==> config.mk <==
export PLATFORM = sky130hd
export DESIGN_NAME = ws2812b_chain_ctrl
export DESIGN_NICKNAME = d
export VERILOG_FILES = /design/src/rtl/ws2812b_chain_ctrl.sv
export SDC_FILE = /design/constraint.sdc
export NUM_CORES = 1
export LEC_CHECK = 0
export ABC_CLOCK_PERIOD_IN_PS = 5500
export BUFFER_PORTS_ARGS = -buffer_cell sky130_fd_sc_hd__buf_4
export CORE_ASPECT_RATIO = 1.1
export CORE_MARGIN = 4
export CORE_UTILIZATION = 50
export CTS_BUF_LIST = sky130_fd_sc_hd__clkbuf_2
export CTS_CLUSTER_DIAMETER = 30
export DETAILED_ROUTE_END_ITERATION = 16
export PLACE_DENSITY = 0.68
export RECOVER_POWER = 50
export SETUP_SLACK_MARGIN = 0.15
export SYNTH_ARGS = -nofsm -noshare
export SYNTH_HDL_FRONTEND = slang
export SYNTH_SLANG_ARGS = --single-unit
==> constraint.sdc <==
create_clock -name i_clk -period 5.5 [get_ports i_clk]
set_clock_uncertainty 0.05 [all_clocks]
set_input_delay 0.275 -clock i_clk [delete_from_list [all_inputs] [get_ports i_clk]]
set_output_delay 0.275 -clock i_clk [all_outputs]
set_load 0.02 [all_outputs]
==> src/rtl/ws2812b_chain_ctrl.sv <==
// Frame sequencer feeding a NUM_LEDS pixel buffer to a single-pixel WS2812B serialiser.
// Optional continuous refresh: define WS2812B_CHAIN_AUTO_REFRESH_EN.
module ws2812b_chain_ctrl #(
    parameter int NUM_LEDS     = 8,
    parameter int PIXEL_CYCLES = 860,
    parameter int RESET_CYCLES = 8100,
    localparam int ADDR_W      = (NUM_LEDS > 1) ? $clog2(NUM_LEDS) : 1
) (
    input  logic              i_clk,
    input  logic              i_rst,
    input  logic              i_wr_en,
    input  logic [ADDR_W-1:0] i_wr_addr,
    input  logic [23:0]       i_wr_data,
    input  logic              i_start,
    output logic              o_busy,
    output logic              o_frame_done,
    output logic              o_pix_send,
    output logic [7:0]        o_pix_red,
    output logic [7:0]        o_pix_green,
    output logic [7:0]        o_pix_blue
);

    localparam int CNT_MAX = (PIXEL_CYCLES > RESET_CYCLES) ? PIXEL_CYCLES : RESET_CYCLES;
    localparam int CNT_W   = $clog2(CNT_MAX + 1);

    localparam logic [ADDR_W:0]   LED_COUNT = (ADDR_W + 1)'(NUM_LEDS);
    localparam logic [ADDR_W-1:0] LAST_IDX  = ADDR_W'(NUM_LEDS - 1);
    localparam logic [CNT_W-1:0]  PIX_LOAD  = CNT_W'(PIXEL_CYCLES - 1);
    localparam logic [CNT_W-1:0]  GAP_LOAD  = CNT_W'(RESET_CYCLES - 1);

    typedef enum logic [2:0] {
        IDLE,
        FETCH,
        SEND,
        WAIT,
        GAP
    } state_t;

    state_t            state;
    logic [ADDR_W-1:0] index;
    logic [CNT_W-1:0]  count;
    logic [23:0]       mem [NUM_LEDS];

    always_ff @(posedge i_clk) begin
        if (i_wr_en && ({1'b0, i_wr_addr} < LED_COUNT)) begin
            mem[i_wr_addr] <= i_wr_data;
        end
    end

`ifdef WS2812B_CHAIN_AUTO_REFRESH_EN
    logic unused_start;
    assign unused_start = i_start;
`endif

    always_ff @(posedge i_clk) begin
        if (i_rst) begin
            state        <= IDLE;
            index        <= '0;
            count        <= '0;
            o_busy       <= 1'b0;
            o_frame_done <= 1'b0;
            o_pix_send   <= 1'b0;
            o_pix_red    <= '0;
            o_pix_green  <= '0;
            o_pix_blue   <= '0;
        end else begin
            o_pix_send   <= 1'b0;
            o_frame_done <= 1'b0;
            case (state)
                IDLE: begin
`ifdef WS2812B_CHAIN_AUTO_REFRESH_EN
                    state  <= FETCH;
                    index  <= '0;
                    o_busy <= 1'b1;
`else
                    if (i_start) begin
                        state  <= FETCH;
                        index  <= '0;
                        o_busy <= 1'b1;
                    end
`endif
                end
                FETCH: begin
                    // The colour registers double as the buffer's registered read port,
                    // so the pixel is visible in SEND and a same-cycle write reads old data.
                    {o_pix_red, o_pix_green, o_pix_blue} <= mem[index];
                    o_pix_send <= 1'b1;
                    state      <= SEND;
                end
                SEND: begin
                    count <= PIX_LOAD;
                    state <= WAIT;
                end
                WAIT: begin
                    if (count == '0) begin
                        if (index == LAST_IDX) begin
                            state       <= GAP;
                            count       <= GAP_LOAD;
                            o_pix_red   <= '0;
                            o_pix_green <= '0;
                            o_pix_blue  <= '0;
                        end else begin
                            index <= index + ADDR_W'(1);
                            state <= FETCH;
                        end
                    end else begin
                        count <= count - CNT_W'(1);
                    end
                end
                GAP: begin
                    if (count == '0) begin
                        o_frame_done <= 1'b1;
`ifdef WS2812B_CHAIN_AUTO_REFRESH_EN
                        state <= FETCH;
                        index <= '0;
`else
                        state  <= IDLE;
                        o_busy <= 1'b0;
`endif
                    end else begin
                        count <= count - CNT_W'(1);
                    end
                end
                default: begin
                    state  <= IDLE;
                    o_busy <= 1'b0;
                end
            endcase
        end
    end

endmodule

Yosys cells after proc, flatten, opt, wreduce, memory -nomap -nowiden:

Memories as Yosys holds them, arrays and structs flattened. A register that Yosys moved wholly into a read port is not among the register bits.
Index checks and enable logic that the tools add are counted.

* flip-flop bits (word level): 46
* memory bits (writable): 192
* input bits: 31
* output and inout port bits: 27
* word-level logic and storage cells: 65
* memories: 1

* add/subtract/negate cells: 2
* equality and inequality tests: 12
* mux-type cells: 27
* bitwise logic cells: 2
* reduce and logical (&&, ||, !) cells: 12

Memories
* mem: depth 8, bits a word 24, read ports 1, clocked after memory_dff 1, write ports 1, RTL line 42 `logic [23:0] mem [NUM_LEDS];`

Operators by type and width (count)
* case mux 8 bit (2 select lines): 3
* 2-to-1 mux 13 bit: 3
* case mux 13 bit (3 select lines): 1
* 2-to-1 mux 3 bit: 9
* 2-to-1 mux 8 bit: 2
* case mux 3 bit (5 select lines): 1
* zero test 13 bit: 1
* subtractor 13 x 1 -> 13 bit, second input constant: 1
* != test 2 bit, second input constant: 6
* AND reduction 3 bit: 4
* == test 3 x 2 -> 1 bit, second input constant: 2
* == test 3 bit, second input constant: 2
* 2-to-1 mux 1 bit: 6
* case mux 3 bit (2 select lines): 1
* AND reduction 4 bit: 1
* nonzero test 2 bit: 2
* adder 3 x 1 -> 3 bit, second input constant: 1
* == test 3 x 1 -> 1 bit, second input constant: 1
* zero test 3 bit: 1
* != test 3 bit, second input constant: 1
* case mux 1 bit (3 select lines): 1
* nonzero test 3 bit: 1
* OR reduction 3 bit: 1
* inverter 1 bit: 2
* OR reduction 2 bit: 1

Depth between registers and ports, before layout:

Gate-level depths: netlist (run 1).

* word-level depth: 6
* depth in mapped cells: 7
* depth with buffers taken out: 6

Worst setup path before layout (run 1):

No wires, ideal clock.

* path type: input to register
* from: in i_wr_addr[1]
* to: mem mem[0][0] (enable)
* library setup time: 0.435 ns
* arrival time: 2.124 ns
* slack: 2.890 ns
* stages: 2
* buffers on the path: 0
* cells stage by stage: nand2b_1 > nor3_1

RTL lines
* start, declared: RTL line 12 `input logic [ADDR_W-1:0] i_wr_addr,`
* end, declared: RTL line 42

Straight into the memory's write port.

Final worst setup path (run 1):

* from: in i_wr_addr[2]
* to: mem mem[7][10] (enable)

Straight into the memory's write port.

==> results of run 1 <==
## metrics by stage
| step | cell area, µm² | power, mW | utilization | hold WS, ns | setup slack, ns |
|---|---|---|---|---|---|
| floorplan | 9590 | 2.87 | - | 0.324 | 2.89 |
| global placement | 10300 | 3.11 | 0.552 | 0.414 | 3.04 |
| detailed placement | 10300 | 3.15 | 0.552 | 0.424 | 2.98 |
| CTS | 11100 | 4.34 | 0.597 | 0.0894 | 2.89 |
| global route | 11000 | 4.53 | 0.591 | 0.0951 | 2.52 |
| finish | 11000 | 4.29 | 0.591 | 0.159 | 2.71 |
## layout by cell type (no fill, tap or decap), types with 3 or more instances in the layout
cell type	instances
nor3b_1	3
buf_4	36
edfxtp_1	192
ha_1	4
dlygate4sd3_1	29
nand2b_1	5
clkinv_2	5
a21o_1	4
or4_1	3
nor3_1	11
or3_1	4
mux2_2	24
o32ai_1	6
a32o_1	4
nand4_1	3
clkbuf_1	26
a21oi_1	35
mux4_2	48
dfxtp_1	46
clkbuf_2	88
nor2_1	6
o22ai_1	4
o21ai_0	34
a221oi_1	6
nor2_4	5
inv_1	13
clkinv_1	14
nand2_1	31
## cell families after synthesis
logic type | after synthesis
and+or+nand+nor | 94
adders and majority gates | 4
buffers and inverters | 50
muxes | 72
DFF | 241
AOI/OAI and AO/OA | 109
## area by class of cell
| cell class | instances | area [µm²] |
|---|---|---|
| clock buffers | 88 | 440 |
| flip-flops and latches | 241 | 6750 |
| clock inverters | 22 | 119 |
| inverters | 13 | 48.8 |
| repair buffers | 91 | 658 |
| multi-input cells | 279 | 2680 |
| well taps | 243 | 304 |
| fillers | 1471 | 7600 |
| diodes | 1 | 2.50 |
## sequential cells by signal, indices dropped and copies added (netlist names), named ones only
name	cells
count	13
index	3
mem	192
o_busy	1
o_frame_done	1
o_pix_blue	8
o_pix_green	8
o_pix_red	8
o_pix_send	1
state	3
## per-layer routing
metal  part of all wire  vias to the layer above  GRT usage
met5                  0                        -          0
met4              0.016                        0     0.0595
met3              0.066                       34     0.0409
met2               0.53                      226      0.323
met1               0.39                     2782      0.231
li1                   -                     2553          -
## final timing paths
check	startpoint	end	slack, ns	depth (start not counted)
worst max-delay path	i_wr_addr[2]	mem[7][10]	2.71	4
worst min-delay path	i_wr_addr[1]	mem[6][16]	0.16	3
worst max register to register	state[2]	count[3]	2.84	4
worst min register to register	o_pix_blue[6]	o_pix_blue[6]	0.44	2
## power by group
group	internal, mW	total [mW]	leakage (nW)	switching (mW)
Clock	0.480	1.17	0.426	0.692
Sequential	2.10	2.23	2.15	0.127
Combinational	0.352	0.897	1.07	0.544
Total	2.93	4.29	3.64	1.36
## critical path, cell delays in order
cell and delay [ns]:
dlygate4sd3_1 0.53, clkbuf_1 0.21, nand2_1 0.14, nor2_1 1.92
## repair_timing
item | CTS | global route
hold buffers | 29 | 0
setup endpoints to repair | 0 | 0
endpoints found under the hold margin | 274 | 0
==> out/results.tsv, run 1 <==
metric	value	unit
CP Data Required Time	5.79	ns
Overflow after GRT	0	
total number of vias	5595	
Placed Instances	838	
Initial Utilization	0.515	
largest net degree at the start of global routing	49	
mux contribution to synthesized area	0.141	
fmax	0.358	GHz
die width	140	µm
largest family of logic cells by synthesized area	multiplexers	
IO Count	58	
Synth Area in Compound Gates	0.0719	
Die Span Y	153	µm
Max-Cap Viols	2	
clk buf depth	3	
library cells used by synthesis	52	
adder and majority gate portion of the synthesized area	0.00522	
core area	18600	µm²
Syn Inst Count	570	
ys flop type	edfxtp_1	
final hold viol count	0	
cell row count	52	
mean post-synth cell area	16.8	µm²
VDD IR max	0.000227	V
top-count cell post-synth	edfxtp_1	
initial DRC count	414	
vias in the first global route	5869	
Synth Area in XOR/XNOR	0	
first-pass GRT wire length	31.2	mm
fin crit period	2.79	ns
final wirelength	19.6	mm
# DRC	0	
layout cells sized above 1	0.304	
Placer Congestion	0.866	
Clock Latency Late Sink	0.82	ns
Port Buf Inserts	57	
arrival time at the worst endpoint	3.08	ns
CP max FO	24	
cts repair resizes	0	
fin. max-slew vios	50	
H-tree levels	2	
#FFs+latches synth	241	
TritonCTS clock tree	built	
Leak	3.64	nW
Synth Cell Area	9590	µm²
synth top area cells	edfxtp_1 (60%), mux4_2 (11%), dfxtp_1 (10%)	
worst slew pin tran	2.59	ns
CTS root buf	clkbuf_2	
commonest cells in the netlist	edfxtp_1 (192), dfxtp_1 (49), mux4_2 (48), a21oi_1 (35), o21ai_0 (34)	
syn_nets	605	
relative slew slack	-0.734	
register area share after synthesis	0.703	
Simple-Gate Fraction of Synth Area	0.0569	
CP Capture Type	register	
Post-synth EDFFs	192	
clock sinks	241	
Tot GR Track Use	0.185	
Post-synth ARST share	0	
post-route setup TNS	0	ns
outcome	finished, violations left	
via/cell ratio	5.72	
nets	720	
area added between synthesis and finish	14.7	%
WS Path Type	in -> reg	
routed wire length per instance	20.0	µm
post-CTS setup buffers	0	
PD cells	390	nW/µm²
antenna-violating nets left	0	
Synth Warn #	0	
initial antenna violation count	1	
DR pass1 iterations	6	
number of cells in the finished layout apart from fillers	978	
Synth top area share	0.601	
hpwl dp	10.5	mm
failing checks	capacitance limit, slew limit	
CTS buffer count	59	
setup violators final	0	
Worst-path clk slew	0.11	ns
Worst Hold Class	in -> reg	
RSZ-0062 raised after global routing	false	
Synth area leader	edfxtp_1	
die area	21500	µm²
Final period util	0.508	
Critical Path Start Type	primary input	
Power figures use the tool's default switching activity.
==> run 2: changes to the inputs <==
Settings changed: ABC_AREA set to 1, ABC_CLOCK_PERIOD_IN_PS 5500 to 2300, PLACE_DENSITY 0.68 to 0.7.
Clock period 5.5 ns to 2.3 ns, I/O delays scaled along.
==> out/results.tsv, run 2 <==
metric	value	unit	change
Worst Hold Class	in -> reg		
TritonCTS clock tree	built		
core area	19000	µm²	+2.3%
syn_nets	875		+45%
sequential share of power	0.461		-0.057
routed wire length per instance	16.7	µm	-17%
CP Data Required Time	2.70	ns	-3.09 ns
largest net degree at the start of global routing	97		+98%
# DRC	0		unchanged
ys flop type	edfxtp_1		
worst slew pin tran	1.14	ns	-1.45 ns
fin crit period	2.06	ns	
hold_sp	i_wr_data[10]		
outcome	finished clean		
commonest non-fill, non-tap cell in the layout	edfxtp_1		
Post-synth EDFFs	192		unchanged
Clock Latency Late Sink	0.83	ns	about the same
die area	21600	µm²	+0.50%
post-route setup TNS	0	ns	unchanged
nets	1027		+43%
fin. max-slew vios	0		-100%
setup violators final	0		unchanged
hold_ws	0.218	ns	+0.0594 ns
Syn Inst Count	840		+47%
mean post-synth cell area	11.5	µm²	-32%
CP max FO	17		-29%
H-tree levels	2		unchanged
clock sinks	241		unchanged
number of fillers in the final layout	1533		+4.2%
Synth Cell Area	9640	µm²	+0.53%
Final Power	11.7	mW	+170%
initial DRC count	455		+9.9%
synth top area cells	edfxtp_1 (60%), dfxtp_1 (10%), nor2_1 (7.0%)		
Final period util	0.896		
Placed Instances	1120		+34%
commonest cells in the netlist	edfxtp_1 (192), nor2_1 (181), o21ai_0 (107), nand2_1 (64), dfxtp_1 (49)		
footprint of the multi-input gates	2580	µm²	-3.7%
Port Buf Inserts	57		unchanged
Net Switching	4.15	mW	+200%
worst slack at placement	0.383	ns	-2.60 ns
CP Capture Type	register		
antenna-violating nets left	0		unchanged
Int Pwr	7.54	mW	+160%
CTS root buf	clkbuf_2		
die width	140	µm	+0.25%
cell row count	53		+1.9%
Worst-path clk slew	0.09	ns	-0.02 ns
post-layout util	0.605		+0.0140
Post-synth ARST share	0		unchanged
vias in the first global route	6657		+13%
Storage cell area	6750	µm²	about the same
Synth area leader	edfxtp_1		
initial antenna violation count	1		unchanged
final worst slack	0.239	ns	-2.47 ns
Logic pwr share	0.297		+0.088
Clk pwr share	0.242		-0.031
Leak	4.23	nW	+16%
post-placement cell area	10400	µm²	+1.3%
Tot GR Track Use	0.199		+0.0142
DR pass1 iterations	5		-1
Reg2Reg Setup Slack	0.34	ns	-2.50 ns
PD cells	1010	nW/µm²	+160%
relative slew slack	0.238		+0.971
WS Path Type	in -> reg		
Synth Warn #	0		unchanged
hpwl dp	11.8	mm	+12%
fmax	0.485	GHz	
register area share after synthesis	0.700		-0.00374
top-count cell post-synth	edfxtp_1		
#FFs+latches synth	241		unchanged
Reg with most FFs	mem		
Critical Path Start Type	primary input		
via/cell ratio	5.26		-8.1%
total number of vias	6785		+21%
first-pass GRT wire length	34.4	mm	+10%
final hold viol count	0		unchanged
final instance area	11500	µm²	+4.7%
most frequent cells in the layout	edfxtp_1 (192), nor2_1 (173), o21ai_0 (107), clkbuf_2 (94), nand2_1 (64)		
number of cells in the finished layout apart from fillers	1290		+32%
Placer Congestion	0.783		-9.5%
top flop regs	mem x192, count x13		
arrival time at the worst endpoint	2.46	ns	-0.62 ns
library cells used by synthesis	31		-40%
final wirelength	21.5	mm	+9.8%
Sw Ratio	0.355		+0.0374
RSZ-0062 raised after global routing	false		
IO Count	58		unchanged
CTS buffer count	59		unchanged
Die Span Y	154	µm	+0.25%
VDD IR max	0.000568	V	+150%
clk buf depth	3		unchanged
Overflow after GRT	0		unchanged
post-CTS setup buffers	0		unchanged
layout cells sized above 1	0.199		-0.105
Synth top area share	0.598		-0.00320
CP Launch Point	i_wr_addr[2]		
max FFs per register	192		unchanged
Max-Cap Viols	0		-2
area added between synthesis and finish	19.5	%	
Initial Utilization	0.507		-0.00879
reg2reg start	count[0]		
-- run 2: final cells by class --
| cell class | instances | share of cell area |
|---|---|---|
| flip-flops and latches | 241 | 0.586 |
| multi-input cells | 520 | 0.224 |
| repair buffers | 136 | 0.103 |
| clock buffers | 92 | 0.0400 |
| well taps | 247 | 0.0268 |
| inverters | 34 | 0.0111 |
| clock inverters | 19 | 0.00923 |
| diodes | 1 | 0.000217 |
-- run 2: cells by family (layout without fill, tap and decap cells) --
logic type,Yosys count,after routing,share of synthesized area
AOI/OAI and AO/OA,199,199,0.118
xor gates and xnor gates,5,5,0.00454
adders and majority gates,4,4,0.00519
and+or+nand+nor,312,312,0.137
other,0,1,0
DFF,241,241,0.700
buffers and inverters,79,281,0.0350
-- run 2: what timing repair did --
action                                  4_1_cts  5_1_grt
hold endpoints to repair                    421        0
endpoints found under the setup margin        0        1
gates resized for setup                       0        1
hold buffers                                 58        0
-- run 2: worst paths after layout --
kind / depth (start not counted) / end
worst max-delay path: 8 / mem[3][23]
worst min-delay path: 2 / mem[3][10]
worst min register to register: 2 / o_pix_green[7]
worst max register to register: 8 / o_busy
-- run 2: worst max-delay path, cell delays in order --
cell           delay [ns]
dlygate4sd3_1        0.54
buf_4                0.14
inv_1                0.06
nand2_1              0.05
dlygate4sd3_1        0.59
nor2_2               0.08
dlygate4sd3_1        0.57
buf_4                0.30
-- run 2: per-layer routing --
layer  part of all wire  global-route usage  up-vias
met5                  0                   0        -
met4              0.020              0.0655        0
met3              0.055              0.0420       44
met2               0.50               0.332      194
met1               0.43               0.263     3224
li1                   -                   -     3323
-- run 2: power by group through the flow --
stage	combinational, mW	clock [mW]	sequential (mW)
2_1_floorplan	2.28	0	5.57
3_3_place_gp	3.33	0	5.47
3_5_place_dp	3.40	0	5.48
4_1_cts	3.49	2.92	5.38
5_1_grt	3.88	3.18	5.43
6_report	3.47	2.83	5.38
==> run 3: changes to the inputs <==
Settings changed: ABC_CLOCK_PERIOD_IN_PS 2300 to 2500, PLACE_DENSITY 0.7 to 0.68.
Clock period 2.3 ns to 2.5 ns, I/O delays scaled along.
==> out/results.tsv, run 3 (same netlist as run 2, synthesis figures left out) <==
metric	value	unit	change
H-tree levels	2		unchanged
failing checks	capacitance limit, slew limit		
Critical Path, Cell by Cell	dlygate4sd3_1 > clkbuf_1 > inv_1 > nand2_1 > nor2_2 > clkbuf_1		
slowest stage delay, CP	1.35	ns	+0.76 ns
hold_ws	0.239	ns	+0.0205 ns
clock sinks	241		unchanged
Clock Latency Late Sink	0.81	ns	-0.02 ns
max FFs per register	192		unchanged
nets	1029		+0.19%
final hold viol count	0		unchanged
die area	21600	µm²	unchanged
DR pass1 iterations	5		unchanged
commonest non-fill, non-tap cell in the layout	edfxtp_1		
TritonCTS clock tree	built		
Die Span Y	154	µm	unchanged
post-route setup TNS	0	ns	unchanged
core area	19000	µm²	unchanged
Critical Path Start Type	primary input		
CP Capture Type	register		
first-pass GRT wire length	34.3	mm	-0.14%
Port Buf Inserts	57		unchanged
# DRC	0		unchanged
Top cell by count, worst path	clkbuf_1		
initial DRC count	370		-19%
initial antenna violation count	1		unchanged
Buf/Inv on CP	4		-2
largest net degree at the start of global routing	97		unchanged
routed wire length per instance	16.6	µm	-0.35%
die width	140	µm	unchanged
Initial Utilization	0.507		unchanged
post-CTS setup buffers	0		unchanged
CTS buffer count	60		+1.7%
arrival time at the worst endpoint	2.39	ns	-0.07 ns
Tot GR Track Use	0.198		-0.00135
worst slew pin tran	1.87	ns	+0.725 ns
relative slew slack	-0.245		-0.483
Placer Congestion	0.778		-0.72%
CP max FO	24		+7
hpwl dp	11.6	mm	-1.6%
RSZ-0062 raised after global routing	false		
VDD IR max	0.000666	V	+17%
Overflow after GRT	0		unchanged
Final period util	0.822		
via/cell ratio	5.29		+0.56%
fin crit period	2.06	ns	
fin. max-slew vios	50		+50
antenna-violating nets left	0		unchanged
PD cells	926	nW/µm²	-8.7%
total number of vias	6823		+0.56%
Worst-path clk slew	0.12	ns	+0.03 ns
clk buf depth	3		unchanged
outcome	finished, violations left		
post-layout util	0.604		-0.00164
fmax	0.487	GHz	
Worst Hold Class	in -> reg		
setup violators final	0		unchanged
area added between synthesis and finish	19.2	%	
Leak	4.21	nW	-0.55%
cell row count	53		unchanged
top flop regs	mem x192, count x13		
WS Path Type	in -> reg		
CP max stage cell	clkbuf_1		
kind of cell adding the most delay to the critical path	buffers and inverters		
most frequent cells in the layout	edfxtp_1 (192), nor2_1 (174), o21ai_0 (107), clkbuf_2 (95), nand2_1 (64)		
vias in the first global route	6645		-0.18%
Reg with most FFs	mem		
Max-Cap Viols	2		+2
final wirelength	21.4	mm	-0.35%
CP Data Required Time	2.84	ns	+0.14 ns
layout cells sized above 1	0.195		-0.00384
IO Count	58		unchanged
CTS root buf	clkbuf_2		
## run 3: report_power, final
group          total [mW]  internal, mW  switching (mW)  leakage [nW]
logic                3.16          1.15            2.02          1.64
registers            4.96          4.69           0.271          2.15
clock network        2.52          1.01            1.51         0.426
## run 3: stage by stage
step                      power [mW]  area [µm²]  setup slack [ns]  instances
final                           10.6       11500             0.445       1290
after global routing            11.4       11500             0.342       1290
after CTS                       10.8       11500             0.533       1289
after detailed placement        8.15       10400             0.712       1119
after global placement          8.11       10400             0.796       1119
after floorplan                 7.22        9640             0.755        840
## run 3: final timing paths
check	startpoint	slack, ns	depth (start not counted)	end
setup / recovery	i_wr_addr[1]	0.44	6	mem[5][23]
hold reg to reg	index[1]	0.42	2	register
hold / removal	i_rst	0.24	3	o_pix_blue[0]
setup reg to reg	count[1]	0.54	8	o_busy
## run 3: area by class of cell
cell class                      count  area, µm²
Sequential cell                   241       6750
Multi-Input combinational cell    520       2580
Inverter                           34        128
Clock inverter                     15       68.8
Clock buffer                       95        475
Tap cell                          247        309
Antenna cell                        1       2.50
Timing Repair Buffer              137       1180
Fill cell                        1566       7540
## run 3: worst register-to-register path, stage by stage (launching register included)
cell and delay, ns:
dfxtp_1 0.33, inv_1 0.11, ha_1 0.18, nand2_1 0.05, nor2_1 0.20, a21oi_1 0.11, o21ai_0 0.15, a21oi_1 0.08
dlygate4sd3_1 0.57
## run 3: what timing repair did
action,CTS,global route
hold buffers,60,0
gates resized for setup,0,0
endpoints found under the hold margin,421,0
## run 3: routing by layer
layer / vias to the layer above / wire length (µm) / global-route usage / part of all wire
li1: 3338 / - / - / -
met1: 3279 / 9090 / 0.263 / 0.42
met2: 176 / 10900 / 0.328 / 0.51
met3: 30 / 1120 / 0.0429 / 0.052
met4: 0 / 313 / 0.0618 / 0.015
met5: - / 0 / 0 / 0
